[config.mk]
export PLATFORM = sky130hd
export DESIGN_NAME = logic_exec_stage
export DESIGN_NICKNAME = d
export VERILOG_FILES = /design/src/rtl/fusion_exec_pkg.sv /design/src/rtl/logic_exec_alu.sv /design/src/rtl/logic_exec_stage.sv
export SDC_FILE = /design/constraint.sdc
export NUM_CORES = 1
export LEC_CHECK = 0
export CORE_AREA = 2 2 138 140
export DETAILED_ROUTE_END_ITERATION = 8
export DIE_AREA = 0 0 140 142
export PLACE_DENSITY = 0.81
export RECOVER_POWER = 100
export SKIP_CTS_REPAIR_TIMING = 1
export SLEW_MARGIN = 20
export SYNTH_ARGS = -nofsm -noshare
export SYNTH_HDL_FRONTEND = slang
export SYNTH_SLANG_ARGS = --single-unit
[constraint.sdc]
create_clock -name clk -period 2.7 [get_ports clk]
set_input_delay 0.405 -clock clk [delete_from_list [all_inputs] [get_ports clk]]
set_output_delay 0.405 -clock clk [all_outputs]
set_load 0.01 [all_outputs]
[src/rtl/fusion_exec_pkg.sv]
// ============================================================================
// Module      : fusion_exec_pkg
// Description : Shared opcodes, result bundle and stage states for the
//               execute-stage logic unit.
// Revision    : 1.0 - initial release
// ============================================================================
`default_nettype none

package fusion_exec_pkg;

    localparam int EXEC_WIDTH = 32;
    localparam int EXEC_RD_W  = 5;

    localparam logic [2:0] OP_AND  = 3'd0;
    localparam logic [2:0] OP_OR   = 3'd1;
    localparam logic [2:0] OP_XOR  = 3'd2;
    localparam logic [2:0] OP_NOR  = 3'd3;
    localparam logic [2:0] OP_SLL  = 3'd4;
    localparam logic [2:0] OP_SRL  = 3'd5;
    localparam logic [2:0] OP_SRA  = 3'd6;
    localparam logic [2:0] OP_RSVD = 3'd7;

    typedef struct packed {
        logic [EXEC_WIDTH-1:0] result;
        logic [EXEC_RD_W-1:0]  rd;
        logic                  zero;
        logic                  illegal;
    } exec_res_t;

    // Encoding is {out_valid, skid_valid}; 2'b01 cannot occur.
    typedef enum logic [1:0] {
        ST_EMPTY = 2'b00,
        ST_BUSY  = 2'b10,
        ST_FULL  = 2'b11
    } stage_state_e;

    localparam exec_res_t RES_RESET = '{result: '0, rd: '0, zero: 1'b1, illegal: 1'b0};

endpackage

`default_nettype wire

[src/rtl/logic_exec_alu.sv]
// ============================================================================
// Module      : logic_exec_alu
// Description : Combinational logic/shift operation select feeding the stage.
// Revision    : 1.0 - initial release
// ============================================================================
`default_nettype none

module logic_exec_alu
    import fusion_exec_pkg::*;
(
    input  logic [2:0]            op_i,
    input  logic [EXEC_WIDTH-1:0] a_i,
    input  logic [EXEC_WIDTH-1:0] b_i,
    input  logic [EXEC_RD_W-1:0]  rd_i,
    output exec_res_t             res_o
);

    localparam int SHAMT_W = $clog2(EXEC_WIDTH);

    logic [EXEC_WIDTH-1:0] w_and;
    logic [EXEC_WIDTH-1:0] w_or;
    logic [EXEC_WIDTH-1:0] w_xor;
    logic [EXEC_WIDTH-1:0] w_nor;
    logic [EXEC_WIDTH-1:0] w_a_rev;
    logic [EXEC_WIDTH-1:0] w_sh_in;
    logic [EXEC_WIDTH-1:0] w_sll;
    logic [EXEC_WIDTH-1:0] w_stage [0:SHAMT_W];
    logic                  w_fill;
    logic [EXEC_WIDTH-1:0] w_result;
    logic                  w_illegal;

    // 32-bit gate-level and/or/xor units; NOR is the inverted OR output.
    genvar i;
    generate
        for (i = 0; i < EXEC_WIDTH; i++) begin : g_bit
            and u_and (w_and[i], a_i[i], b_i[i]);
            or  u_or  (w_or[i],  a_i[i], b_i[i]);
            xor u_xor (w_xor[i], a_i[i], b_i[i]);
            not u_nor (w_nor[i], w_or[i]);
            assign w_a_rev[i] = a_i[EXEC_WIDTH-1-i];
            assign w_sll[i]   = w_stage[SHAMT_W][EXEC_WIDTH-1-i];
        end
    endgenerate

    // A single right-shifting barrel; left shifts run through it bit-reversed.
    assign w_sh_in    = (op_i == OP_SLL) ? w_a_rev : a_i;
    assign w_fill     = (op_i == OP_SRA) & a_i[EXEC_WIDTH-1];
    assign w_stage[0] = w_sh_in;

    genvar s;
    generate
        for (s = 0; s < SHAMT_W; s++) begin : g_stage
            assign w_stage[s+1] = b_i[s]
                ? {{(2**s){w_fill}}, w_stage[s][EXEC_WIDTH-1:2**s]}
                : w_stage[s];
        end
    endgenerate

    always_comb begin
        w_result  = '0;
        w_illegal = 1'b0;
        case (op_i)
            OP_AND:         w_result = w_and;
            OP_OR:          w_result = w_or;
            OP_XOR:         w_result = w_xor;
            OP_NOR:         w_result = w_nor;
            OP_SLL:         w_result = w_sll;
            OP_SRL, OP_SRA: w_result = w_stage[SHAMT_W];
            default:        w_illegal = 1'b1;
        endcase
    end

    assign res_o = '{result: w_result, rd: rd_i, zero: ~|w_result, illegal: w_illegal};

endmodule

`default_nettype wire

[src/rtl/logic_exec_stage.sv]
// ============================================================================
// Module      : logic_exec_stage
// Description : Execute-stage logic unit with registered output and one-entry
//               skid buffer on a valid/ready handshake to writeback.
// Revision    : 1.0 - initial release
// ============================================================================
`default_nettype none

module logic_exec_stage
    import fusion_exec_pkg::*;
#(
    parameter int WIDTH = EXEC_WIDTH,
    parameter int RD_W  = EXEC_RD_W
) (
    input  logic             clk,
    input  logic             rst,
    input  logic             flush,
    input  logic             in_valid,
    output logic             in_ready,
    input  logic [2:0]       in_op,
    input  logic [WIDTH-1:0] in_a,
    input  logic [WIDTH-1:0] in_b,
    input  logic [RD_W-1:0]  in_rd,
    output logic             out_valid,
    input  logic             out_ready,
    output logic [WIDTH-1:0] out_result,
    output logic [RD_W-1:0]  out_rd,
    output logic             out_zero,
    output logic             out_illegal
);

    exec_res_t    w_alu_res;
    exec_res_t    out_q;
    exec_res_t    skid_q;
    stage_state_e state_q;
    logic         in_ready_q;
    logic         w_accept;
    logic         w_xfer;

    logic_exec_alu u_alu (
        .op_i  (in_op),
        .a_i   (in_a),
        .b_i   (in_b),
        .rd_i  (in_rd),
        .res_o (w_alu_res)
    );

    assign w_accept = in_valid & in_ready_q;
    assign w_xfer   = out_valid & out_ready;

    // in_ready_q always tracks the inverse of the next skid occupancy.
    always_ff @(posedge clk or posedge rst) begin
        if (rst) begin
            state_q    <= ST_EMPTY;
            in_ready_q <= 1'b1;
            out_q      <= RES_RESET;
            skid_q     <= RES_RESET;
        end else if (flush) begin
            state_q    <= ST_EMPTY;
            in_ready_q <= 1'b1;
        end else begin
            case (state_q)
                ST_EMPTY: begin
                    if (w_accept) begin
                        out_q   <= w_alu_res;
                        state_q <= ST_BUSY;
                    end
                end
                ST_BUSY: begin
                    if (w_accept && w_xfer) begin
                        out_q <= w_alu_res;
                    end else if (w_accept) begin
                        skid_q     <= w_alu_res;
                        state_q    <= ST_FULL;
                        in_ready_q <= 1'b0;
                    end else if (w_xfer) begin
                        state_q <= ST_EMPTY;
                    end
                end
                ST_FULL: begin
                    if (w_xfer) begin
                        out_q      <= skid_q;
                        state_q    <= ST_BUSY;
                        in_ready_q <= 1'b1;
                    end
                end
                default: begin
                    state_q    <= ST_EMPTY;
                    in_ready_q <= 1'b1;
                end
            endcase
        end
    end

    assign in_ready    = in_ready_q;
    assign out_valid   = state_q[1];
    assign out_result  = out_q.result;
    assign out_rd      = out_q.rd;
    assign out_zero    = out_q.zero;
    assign out_illegal = out_q.illegal;

endmodule

`default_nettype wire

==> impl_metrics.prom, run 1 <==
# TYPE chip_impl_metric gauge
chip_impl_info{name="status",value="finished with violations"} 1
chip_impl_info{name="violations",value="design-rule violations, max-capacitance violations, max-slew violations, negative setup slack"} 1
chip_impl_metric{name="route.detailed.wl_per_inst",unit="um"} 24.1
chip_impl_metric{name="cts.clk_slew.worst_paths",unit="ns"} 0.06
chip_impl_metric{name="postSynthCellCount",unit=""} 1171
chip_impl_metric{name="buffer_ports.inserted",unit=""} 117
chip_impl_metric{name="insertion_delay",unit="ns"} 0.34
chip_impl_metric{name="ys.warnings.count",unit=""} 0
chip_impl_info{name="synthFlopType",value="sky130_fd_sc_hd__dfrtp_1"} 1
chip_impl_info{name="min-delay-start",value="skid_q[1]"} 1
chip_impl_metric{name="effective_utilization_at_floorplan",unit="%"} 50.7
chip_impl_metric{name="vdd_ir_drop_max",unit="V"} 0.000378
chip_impl_metric{name="wire_length_of_the_first_global_routing_pass",unit="um"} 64200
chip_impl_metric{name="timing.reg2reg.worst_path_depth",unit=""} 8
chip_impl_metric{name="antenna_violations_before_repair",unit=""} 0
chip_impl_metric{name="synth_top_area_share",unit="%"} 20.9
chip_impl_metric{name="first_global_vias",unit=""} 11000
chip_impl_info{name="rsz_0062_raised_after_global_routing",value="true"} 1
chip_impl_metric{name="synthesis.area",unit="um2"} 9360
chip_impl_metric{name="max_freq",unit="MHz"} 287
chip_impl_metric{name="tritoncts_num_sinks",unit=""} 81
chip_impl_metric{name="finished_core_util",unit="%"} 78.4
chip_impl_metric{name="worst_slew_pin_slew",unit="ns"} 1.92
chip_impl_info{name="post-synth-top-area-cell",value="sky130_fd_sc_hd__dfrtp_1"} 1
chip_impl_metric{name="cts_inserted_buffers",unit=""} 9
chip_impl_metric{name="worstHoldPathCells",unit=""} 2
chip_impl_info{name="layout.cells.most_common_list",value="315 x sky130_fd_sc_hd__buf_4, 188 x sky130_fd_sc_hd__nand2_1, 78 x sky130_fd_sc_hd__dfrtp_1, 70 x sky130_fd_sc_hd__inv_1, 69 x sky130_fd_sc_hd__o21ai_0"} 1
chip_impl_metric{name="antenna_cells",unit=""} 0
chip_impl_metric{name="synthToLayoutAreaGrowth",unit="%"} 54.5
chip_impl_metric{name="fp.dieW",unit="um"} 140
chip_impl_metric{name="ys_seq_area_share",unit="%"} 21.7
chip_impl_metric{name="maximum_number_of_pins_on_one_net_before_global_route_repair",unit=""} 82
chip_impl_metric{name="drt_first_iter_violations",unit=""} 1192
chip_impl_info{name="timing.hold.worst.class",value="reg -> reg"} 1
chip_impl_metric{name="viasPerCell",unit=""} 6.33
chip_impl_metric{name="total_power",unit="uW"} 7080
chip_impl_metric{name="mappedNetlistNets",unit=""} 1316
chip_impl_metric{name="wirelength",unit="um"} 43600
chip_impl_metric{name="clk_path_buf_depth",unit=""} 2
chip_impl_info{name="timing.critical_path.to_type",value="flip-flop"} 1
chip_impl_metric{name="die_h",unit="um"} 142
chip_impl_metric{name="final_layout_size_suffix_gt1_share",unit="%"} 35.6
chip_impl_metric{name="worst_slack",unit="ns"} -0.784
chip_impl_metric{name="timing.critical_path.fanout_max",unit=""} 3
chip_impl_metric{name="power_density",unit="nW/um2"} 490
chip_impl_metric{name="synth_edf_count",unit=""} 0
chip_impl_metric{name="first_pass_iters",unit=""} 9
chip_impl_metric{name="die_area",unit="um2"} 19900
chip_impl_metric{name="io_pins",unit=""} 118
chip_impl_metric{name="cts_htree_levels",unit=""} 3
chip_impl_info{name="clk_root_buffer_cell",value="sky130_fd_sc_hd__clkbuf_16"} 1
chip_impl_metric{name="timing_hold_violations_final",unit=""} 0
chip_impl_info{name="ys_top_cells_by_area",value="sky130_fd_sc_hd__dfrtp_1 21%, sky130_fd_sc_hd__ha_1 9.1%, sky130_fd_sc_hd__mux2i_1 8.6%"} 1
chip_impl_info{name="mostFrequentLayoutCell",value="sky130_fd_sc_hd__buf_4"} 1
chip_impl_metric{name="arrival_time_of_data_at_the_critical_path_endpoint",unit="ns"} 3.76
chip_impl_metric{name="core_area",unit="um2"} 18500
chip_impl_metric{name="ys_seq_elements",unit=""} 81
chip_impl_metric{name="async_flop_share",unit="%"} 100
chip_impl_metric{name="drt_drc_violations_left",unit=""} 13
chip_impl_metric{name="global_route.overflow_total",unit=""} 0
chip_impl_metric{name="maxCapViolCount",unit=""} 1
chip_impl_metric{name="timing.final.crit_share",unit="%"} 129
chip_impl_metric{name="track_usage",unit="%"} 42.3
chip_impl_metric{name="postSynthAreaPerCell",unit="um2"} 7.99
chip_impl_metric{name="vias",unit=""} 11500
chip_impl_metric{name="place.detailed.hpwl",unit="um"} 34000
chip_impl_info{name="setup.worst_path.class",value="in -> reg"} 1
chip_impl_metric{name="clock-skew-final",unit="ns"} 0.00898
chip_impl_info{name="worst_setup_path_start_kind",value="primary input"} 1
chip_impl_metric{name="slew-limit-headroom",unit="%"} -28.3
chip_impl_metric{name="synth_cell_types",unit=""} 76
chip_impl_metric{name="leakage",unit="uW"} 0.00696
chip_impl_metric{name="gpl.final_weighted_congestion",unit=""} 1.11
chip_impl_info{name="reg2reg_from",value="state_q[0]"} 1
chip_impl_metric{name="antenna_left",unit=""} 0
chip_impl_metric{name="layout_min_cycle_time",unit="ns"} 3.48
chip_impl_metric{name="fin_nets",unit=""} 1715
chip_impl_metric{name="final-max-slew-violation-count",unit=""} 82
chip_impl_metric{name="required",unit="ns"} 2.97
chip_impl_info{name="cts_tree",value="built"} 1
chip_impl_info{name="setup.worst_path.start",value="in_op[1]"} 1
chip_impl_metric{name="rows",unit=""} 50
chip_impl_metric{name="report.final.setup_viol",unit=""} 54
[layer usage]
layer / vias up / wire length [um] / track usage, %
li1: 5032 / - / -
met1: 5481 / 15800 / 50.3
met2: 718 / 20600 / 74.6
met3: 222 / 3990 / 6.73
met4: 0 / 3130 / 21.3
met5: - / 0 / 0
[critical path: stages]
cell,delay [ns]
sky130_fd_sc_hd__buf_6,0.09
sky130_fd_sc_hd__buf_6,0.12
sky130_fd_sc_hd__nor3b_4,0.28
sky130_fd_sc_hd__mux4_2,0.57
sky130_fd_sc_hd__mux4_2,0.56
sky130_fd_sc_hd__buf_6,0.16
sky130_fd_sc_hd__a22oi_2,0.12
sky130_fd_sc_hd__nor2_1,0.05
sky130_fd_sc_hd__a211o_1,0.27
sky130_fd_sc_hd__or4bb_4,0.56
sky130_fd_sc_hd__nor4_4,0.28
sky130_fd_sc_hd__nand4b_1,0.14
sky130_fd_sc_hd__a21oi_2,0.13
[cells by family after synthesis]
family                   count (synthesis)  share of synthesized area, %
flip-flops                              81                          21.7
XOR/XNOR                                32                          2.99
buffers and inverters                  168                          7.10
adder cells (fa/ha/maj)                 68                          9.09
multiplexers                           138                          19.4
AO/OA/AOI/OAI                          284                          20.2
AND/OR/NAND/NOR                        400                          19.6
[synthesized netlist by cell type (9+ instances only)]
cell type	n
sky130_fd_sc_hd__a21oi_1	55
sky130_fd_sc_hd__mux4_2	31
sky130_fd_sc_hd__xnor2_1	20
sky130_fd_sc_hd__o22ai_1	18
sky130_fd_sc_hd__mux2i_1	80
sky130_fd_sc_hd__dfrtp_1	78
sky130_fd_sc_hd__clkbuf_1	71
sky130_fd_sc_hd__nand2_1	193
sky130_fd_sc_hd__mux2_2	26
sky130_fd_sc_hd__ha_1	68
sky130_fd_sc_hd__a211oi_1	24
sky130_fd_sc_hd__nor2b_1	18
sky130_fd_sc_hd__nor2_1	76
sky130_fd_sc_hd__inv_1	72
sky130_fd_sc_hd__buf_1	11
sky130_fd_sc_hd__o21ai_0	81
sky130_fd_sc_hd__nor3_1	22
sky130_fd_sc_hd__buf_2	9
sky130_fd_sc_hd__xor2_1	12
sky130_fd_sc_hd__nand4_1	9
sky130_fd_sc_hd__nand3_1	29
[final cells by class]
| cell class | instances | area [um2] |
|---|---|---|
| Clock inverter | 7 | 77.6 |
| Inverter | 74 | 283 |
| Timing Repair Buffer | 482 | 4220 |
| Fill cell | 1210 | 3990 |
| Sequential cell | 81 | 2030 |
| Clock buffer | 9 | 225 |
| Tap cell | 234 | 293 |
| Multi-Input combinational cell | 922 | 7330 |
[report_power, final]
part / internal (uW) / switching [uW]
combinational: 1770 / 2000
clock: 728 / 530
sequential: 1750 / 308
[sequential cells by signal (all words and copies together) (netlist names)]
register and cells:
in_ready 1, out_zero 1, state_q 2, skid_q 39, out_result 32, out_rd 5
out_illegal 1
[metrics by stage]
stage,setup slack [ns],TNS [ns],hold WS (ns),cell area (um2),cells
floorplan,-0.894,-4.96,0.442,9520,1171
global placement,-1.56,-62.56,0.457,13100,1760
detailed placement,-1.56,-65.08,0.460,13100,1760
CTS,-1.24,-43.15,0.465,13400,1776
global route,-0.912,-25.08,0.493,14500,1809
finish,-0.784,-11.52,0.469,14500,1809
[final timing paths]
kind                                      end  slack (ns)
worst max-delay path                 out_zero       -0.78
worst min-delay path                skid_q[1]        0.47
worst max register to register      skid_q[9]        0.26
worst min register to register      skid_q[1]        0.47
max in group asynchronous       out_result[8]        0.32
min in group asynchronous           out_rd[3]        1.23
No activity file was read; power rests on OpenSTA's default activity.
==> run 2, diff against run 1 <==
--- a/config.mk
+++ b/config.mk
@@ -5,10 +5,13 @@
 export SDC_FILE = /design/constraint.sdc
 export NUM_CORES = 1
 export LEC_CHECK = 0
-export CORE_AREA = 2 2 138 140
+export ABC_AREA = 1
+export CORE_AREA = 2 2 131 133
+export CTS_CLUSTER_DIAMETER = 60
 export DETAILED_ROUTE_END_ITERATION = 8
-export DIE_AREA = 0 0 140 142
-export PLACE_DENSITY = 0.81
+export DIE_AREA = 0 0 133 135
+export DONT_BUFFER_PORTS = 1
+export PLACE_DENSITY = 0.74
 export RECOVER_POWER = 100
 export SKIP_CTS_REPAIR_TIMING = 1
 export SLEW_MARGIN = 20
==> run 2 against run 1 <==
Effect of this change: the run ends with max-capacitance violations, max-slew violations left; clock-buffer cell count increased by 2; hold slack got worse by 0.28 ns; clock skew increased by 0.0032 ns; sequential share of layout area increased by 7.9 points; power decreased by 22%; combinational power decreased by 46%; area after synthesis decreased by 9.3%; maximum frequency increased by 39%; setup slack improved by 0.97 ns; synthesized cell count increased by 17%; wire length decreased by 29%; critical path type is now reg -> reg; largest power group is now registers.
==> impl_metrics.prom, run 2 <==
# TYPE chip_impl_metric gauge
chip_impl_metric{name="power_density",unit="nW/um2"} 597
chip_impl_info{name="worst_setup_path_start_kind",value="flip-flop"} 1
chip_impl_metric{name="synth_simple_gate_area_share",unit="%"} 46.8
chip_impl_metric{name="postSynthAreaPerCell",unit="um2"} 6.18
chip_impl_metric{name="maximum_number_of_pins_on_one_net_before_global_route_repair",unit=""} 71
chip_impl_metric{name="synth_area_in_compound_gates",unit="%"} 10.7
chip_impl_metric{name="critical_path.max_stage_delay",unit="ns"} 0.56
chip_impl_metric{name="leakage",unit="uW"} 0.00469
chip_impl_info{name="timing.hold.worst.class",value="in -> reg"} 1
chip_impl_metric{name="die_h",unit="um"} 135
chip_impl_metric{name="global_route.overflow_total",unit=""} 0
chip_impl_metric{name="gpl.final_weighted_congestion",unit=""} 1.05
chip_impl_metric{name="final.setup.tns",unit="ns"} 0
chip_impl_metric{name="timing_hold_violations_final",unit=""} 0
chip_impl_metric{name="synth-xor-area-share",unit="%"} 0
chip_impl_metric{name="buffer_ports.inserted",unit=""} 0
chip_impl_metric{name="cts.clk_slew.worst_paths",unit="ns"} 0.06
chip_impl_metric{name="ys_seq_area_share",unit="%"} 23.9
chip_impl_info{name="ys_top_cells_by_count",value="425 x sky130_fd_sc_hd__nand3_1, 359 x sky130_fd_sc_hd__nand2_1, 102 x sky130_fd_sc_hd__nor2_1, 79 x sky130_fd_sc_hd__inv_1, 78 x sky130_fd_sc_hd__dfrtp_1"} 1
chip_impl_metric{name="async_flop_share",unit="%"} 100
chip_impl_info{name="cts_tree",value="built"} 1
chip_impl_metric{name="ys.warnings.count",unit=""} 0
chip_impl_metric{name="timing.reg2reg.worst_path_depth",unit=""} 8
chip_impl_metric{name="arrival_time_of_data_at_the_critical_path_endpoint",unit="ns"} 2.78
chip_impl_info{name="crit_path_end",value="out_result[26]"} 1
chip_impl_info{name="ys_top_cells_by_area",value="sky130_fd_sc_hd__nand3_1 25%, sky130_fd_sc_hd__dfrtp_1 23%, sky130_fd_sc_hd__nand2_1 16%"} 1
chip_impl_metric{name="synth_top_area_share",unit="%"} 25.1
chip_impl_metric{name="hold_ws",unit="ns"} 0.187
chip_impl_metric{name="maxCapViolCount",unit=""} 1
chip_impl_metric{name="finished_core_util",unit="%"} 56.4
chip_impl_metric{name="antenna_violations_before_repair",unit=""} 0
chip_impl_info{name="setup.worst_path.start",value="state_q[1]"} 1
chip_impl_metric{name="first_pass_iters",unit=""} 6
chip_impl_metric{name="tritoncts_num_sinks",unit=""} 81
chip_impl_metric{name="report.final.setup_viol",unit=""} 0
chip_impl_metric{name="first_global_vias",unit=""} 8864
chip_impl_info{name="mostFrequentLayoutCell",value="sky130_fd_sc_hd__nand3_1"} 1
chip_impl_metric{name="synth_cell_types",unit=""} 30
chip_impl_metric{name="synth_fa_ha_area_share",unit="%"} 10.0
chip_impl_metric{name="wire_length_of_the_first_global_routing_pass",unit="um"} 49000
chip_impl_metric{name="synth_mux_area_share",unit="%"} 0.133
chip_impl_metric{name="drt_first_iter_violations",unit=""} 1143
chip_impl_metric{name="r2r_slack",unit="ns"} 0.19
chip_impl_metric{name="wirelength",unit="um"} 30900
chip_impl_metric{name="slew-limit-headroom",unit="%"} -14.7
chip_impl_info{name="largest_register",value="skid_q"} 1
chip_impl_metric{name="postSynthCellCount",unit=""} 1374
chip_impl_info{name="layout.cells.most_common_list",value="425 x sky130_fd_sc_hd__nand3_1, 359 x sky130_fd_sc_hd__nand2_1, 99 x sky130_fd_sc_hd__nor2_1, 78 x sky130_fd_sc_hd__inv_1, 78 x sky130_fd_sc_hd__dfrtp_1"} 1
chip_impl_metric{name="antenna_cells",unit=""} 0
chip_impl_metric{name="final-max-slew-violation-count",unit=""} 41
chip_impl_metric{name="fin_nets",unit=""} 1494
chip_impl_info{name="synthFlopType",value="sky130_fd_sc_hd__dfrtp_1"} 1
chip_impl_info{name="reg2reg_from",value="state_q[1]"} 1
chip_impl_info{name="path_cells",value="inv_1 > ha_1 > or2_2 > nor4_2 > inv_4 > a21oi_1 > o21ai_0 > nand2_1"} 1
chip_impl_metric{name="timing.final.crit_share",unit="%"} 93.0
chip_impl_info{name="clk_root_buffer_cell",value="sky130_fd_sc_hd__clkbuf_16"} 1
chip_impl_info{name="crit_path_top_delay_cell",value="sky130_fd_sc_hd__nor4_2"} 1
chip_impl_metric{name="timing.critical_path.fanout_max",unit=""} 46
chip_impl_info{name="timing.critical_path.to_type",value="flip-flop"} 1
chip_impl_metric{name="final_area",unit="um2"} 9260
chip_impl_info{name="synth_top_family_by_area",value="simple AND/OR/NAND/NOR gates"} 1
chip_impl_metric{name="ys_seq_elements",unit=""} 81
chip_impl_info{name="violations",value="max-capacitance violations, max-slew violations"} 1
chip_impl_metric{name="worst_slew_pin_slew",unit="ns"} 1.71
chip_impl_info{name="worst_r2r_endpoint",value="out_result[26]"} 1
chip_impl_metric{name="insertion_delay",unit="ns"} 0.34
chip_impl_metric{name="fill_cells",unit=""} 1643
chip_impl_metric{name="post_dp_cell_area",unit="um2"} 8950
chip_impl_metric{name="clk_path_buf_depth",unit=""} 2
chip_impl_info{name="setup.worst_path.class",value="reg -> reg"} 1
chip_impl_info{name="status",value="finished with violations"} 1
chip_impl_metric{name="synthesis.area",unit="um2"} 8490
chip_impl_metric{name="synthToLayoutAreaGrowth",unit="%"} 9.06
chip_impl_metric{name="clock-skew-final",unit="ns"} 0.0122
chip_impl_metric{name="io_pins",unit=""} 118
chip_impl_metric{name="track_usage",unit="%"} 34.9
chip_impl_metric{name="fp.dieW",unit="um"} 133
chip_impl_info{name="leading_cell_type_by_number_of_instances_after_synthesis",value="sky130_fd_sc_hd__nand3_1"} 1
chip_impl_metric{name="synth_edf_count",unit=""} 0
chip_impl_metric{name="antenna_left",unit=""} 0
chip_impl_metric{name="route.detailed.wl_per_inst",unit="um"} 19.6
chip_impl_info{name="post-synth-top-area-cell",value="sky130_fd_sc_hd__nand3_1"} 1
chip_impl_metric{name="vdd_ir_drop_max",unit="V"} 0.000393
chip_impl_metric{name="flip_flop_count_of_the_largest_register_after_layout",unit=""} 39
chip_impl_metric{name="die_area",unit="um2"} 18000
chip_impl_metric{name="place.detailed.hpwl",unit="um"} 23600
chip_impl_info{name="rsz_0062_raised_after_global_routing",value="true"} 1
chip_impl_metric{name="layout_min_cycle_time",unit="ns"} 2.51
chip_impl_metric{name="mappedNetlistNets",unit=""} 1519
chip_impl_metric{name="drt_drc_violations_left",unit=""} 0
chip_impl_metric{name="cts_inserted_buffers",unit=""} 9
chip_impl_metric{name="required",unit="ns"} 2.97
chip_impl_metric{name="effective_utilization_at_floorplan",unit="%"} 51.8
chip_impl_metric{name="rows",unit=""} 47
chip_impl_metric{name="vias",unit=""} 9589
chip_impl_metric{name="viasPerCell",unit=""} 6.09
chip_impl_metric{name="cts_htree_levels",unit=""} 3
chip_impl_metric{name="final_layout_size_suffix_gt1_share",unit="%"} 6.79
chip_impl_metric{name="core_area",unit="um2"} 16400
chip_impl_metric{name="max_freq",unit="MHz"} 398
## run 2: cell types whose count changed after synthesis, sizes merged, moves of 27 or more
cell,delta
nand3,+396
nand2,+168
mux2i,-80
a21oi,-40
mux4,-32
o2111a,+30
nor2,+27
## run 2: cell families (layout without fill, tap and decap cells)
| logic type | count (synthesis) | after routing |
|---|---|---|
| and+or+nand+nor | 906 | 906 |
| buffers and inverters | 182 | 162 |
| AOI/OAI and AO/OA | 136 | 136 |
| DFF | 81 | 81 |
| adders and majority gates | 68 | 68 |
| muxes | 1 | 1 |
## run 2: metal layers
layer  up-vias  wire, um  global-route usage (%)
met5         -         0                       0
met4         0      1150                    12.4
met3        68      2760                    6.12
met2       460     13600                    54.2
met1      4449     13300                    48.8
li1       4612         -                       -
## run 2: area by class of cell
type	instances	area, um2	area share, %
sequential	81	2030	21.9
tap	220	275	2.97
multi-input combinational	1111	5770	62.3
inverter	84	319	3.45
clock inverter	5	81.3	0.878
clock buffer	11	233	2.51
timing repair buffer	62	554	5.99
## run 2: report_power, final
part / internal (uW) / switching [uW]
Sequential: 1750 / 455
Clock: 810 / 483
Combinational: 745 / 1280
Total: 3300 / 2220
## run 2: how the worst min path moves through the flow
stage / end / slack (ns) / cells past startpoint / start
floorplan: skid_q[2] / 0.44 / 2 / skid_q[2]
global placement: skid_q[3] / 0.41 / 1 / rst
detailed placement: skid_q[3] / 0.42 / 1 / rst
CTS: skid_q[7] / 0.05 / 1 / rst
global route: skid_q[5] / 0.18 / 2 / in_rd[3]
finish: skid_q[6] / 0.19 / 2 / in_rd[4]
## run 2: worst max-delay path, delay by kind of cell, from the launching register on
kind                     cells  cell delay, ns
AO/OA/AOI/OAI                2            0.38
buffers and inverters        2            0.43
adder cells (fa/ha/maj)      1            0.19
AND/OR/NAND/NOR              3            0.95
flip-flops                   1            0.48
## run 2: through the flow
stage	cells	setup slack, ns	total power (uW)
5_1_grt	1574	-0.00993	5940
4_1_cts	1574	0.0944	5530
2_1_floorplan	1374	0.220	3600
3_3_place_gp	1558	-0.197	4160
3_5_place_dp	1558	-0.179	4230
6_report	1574	0.189	5520
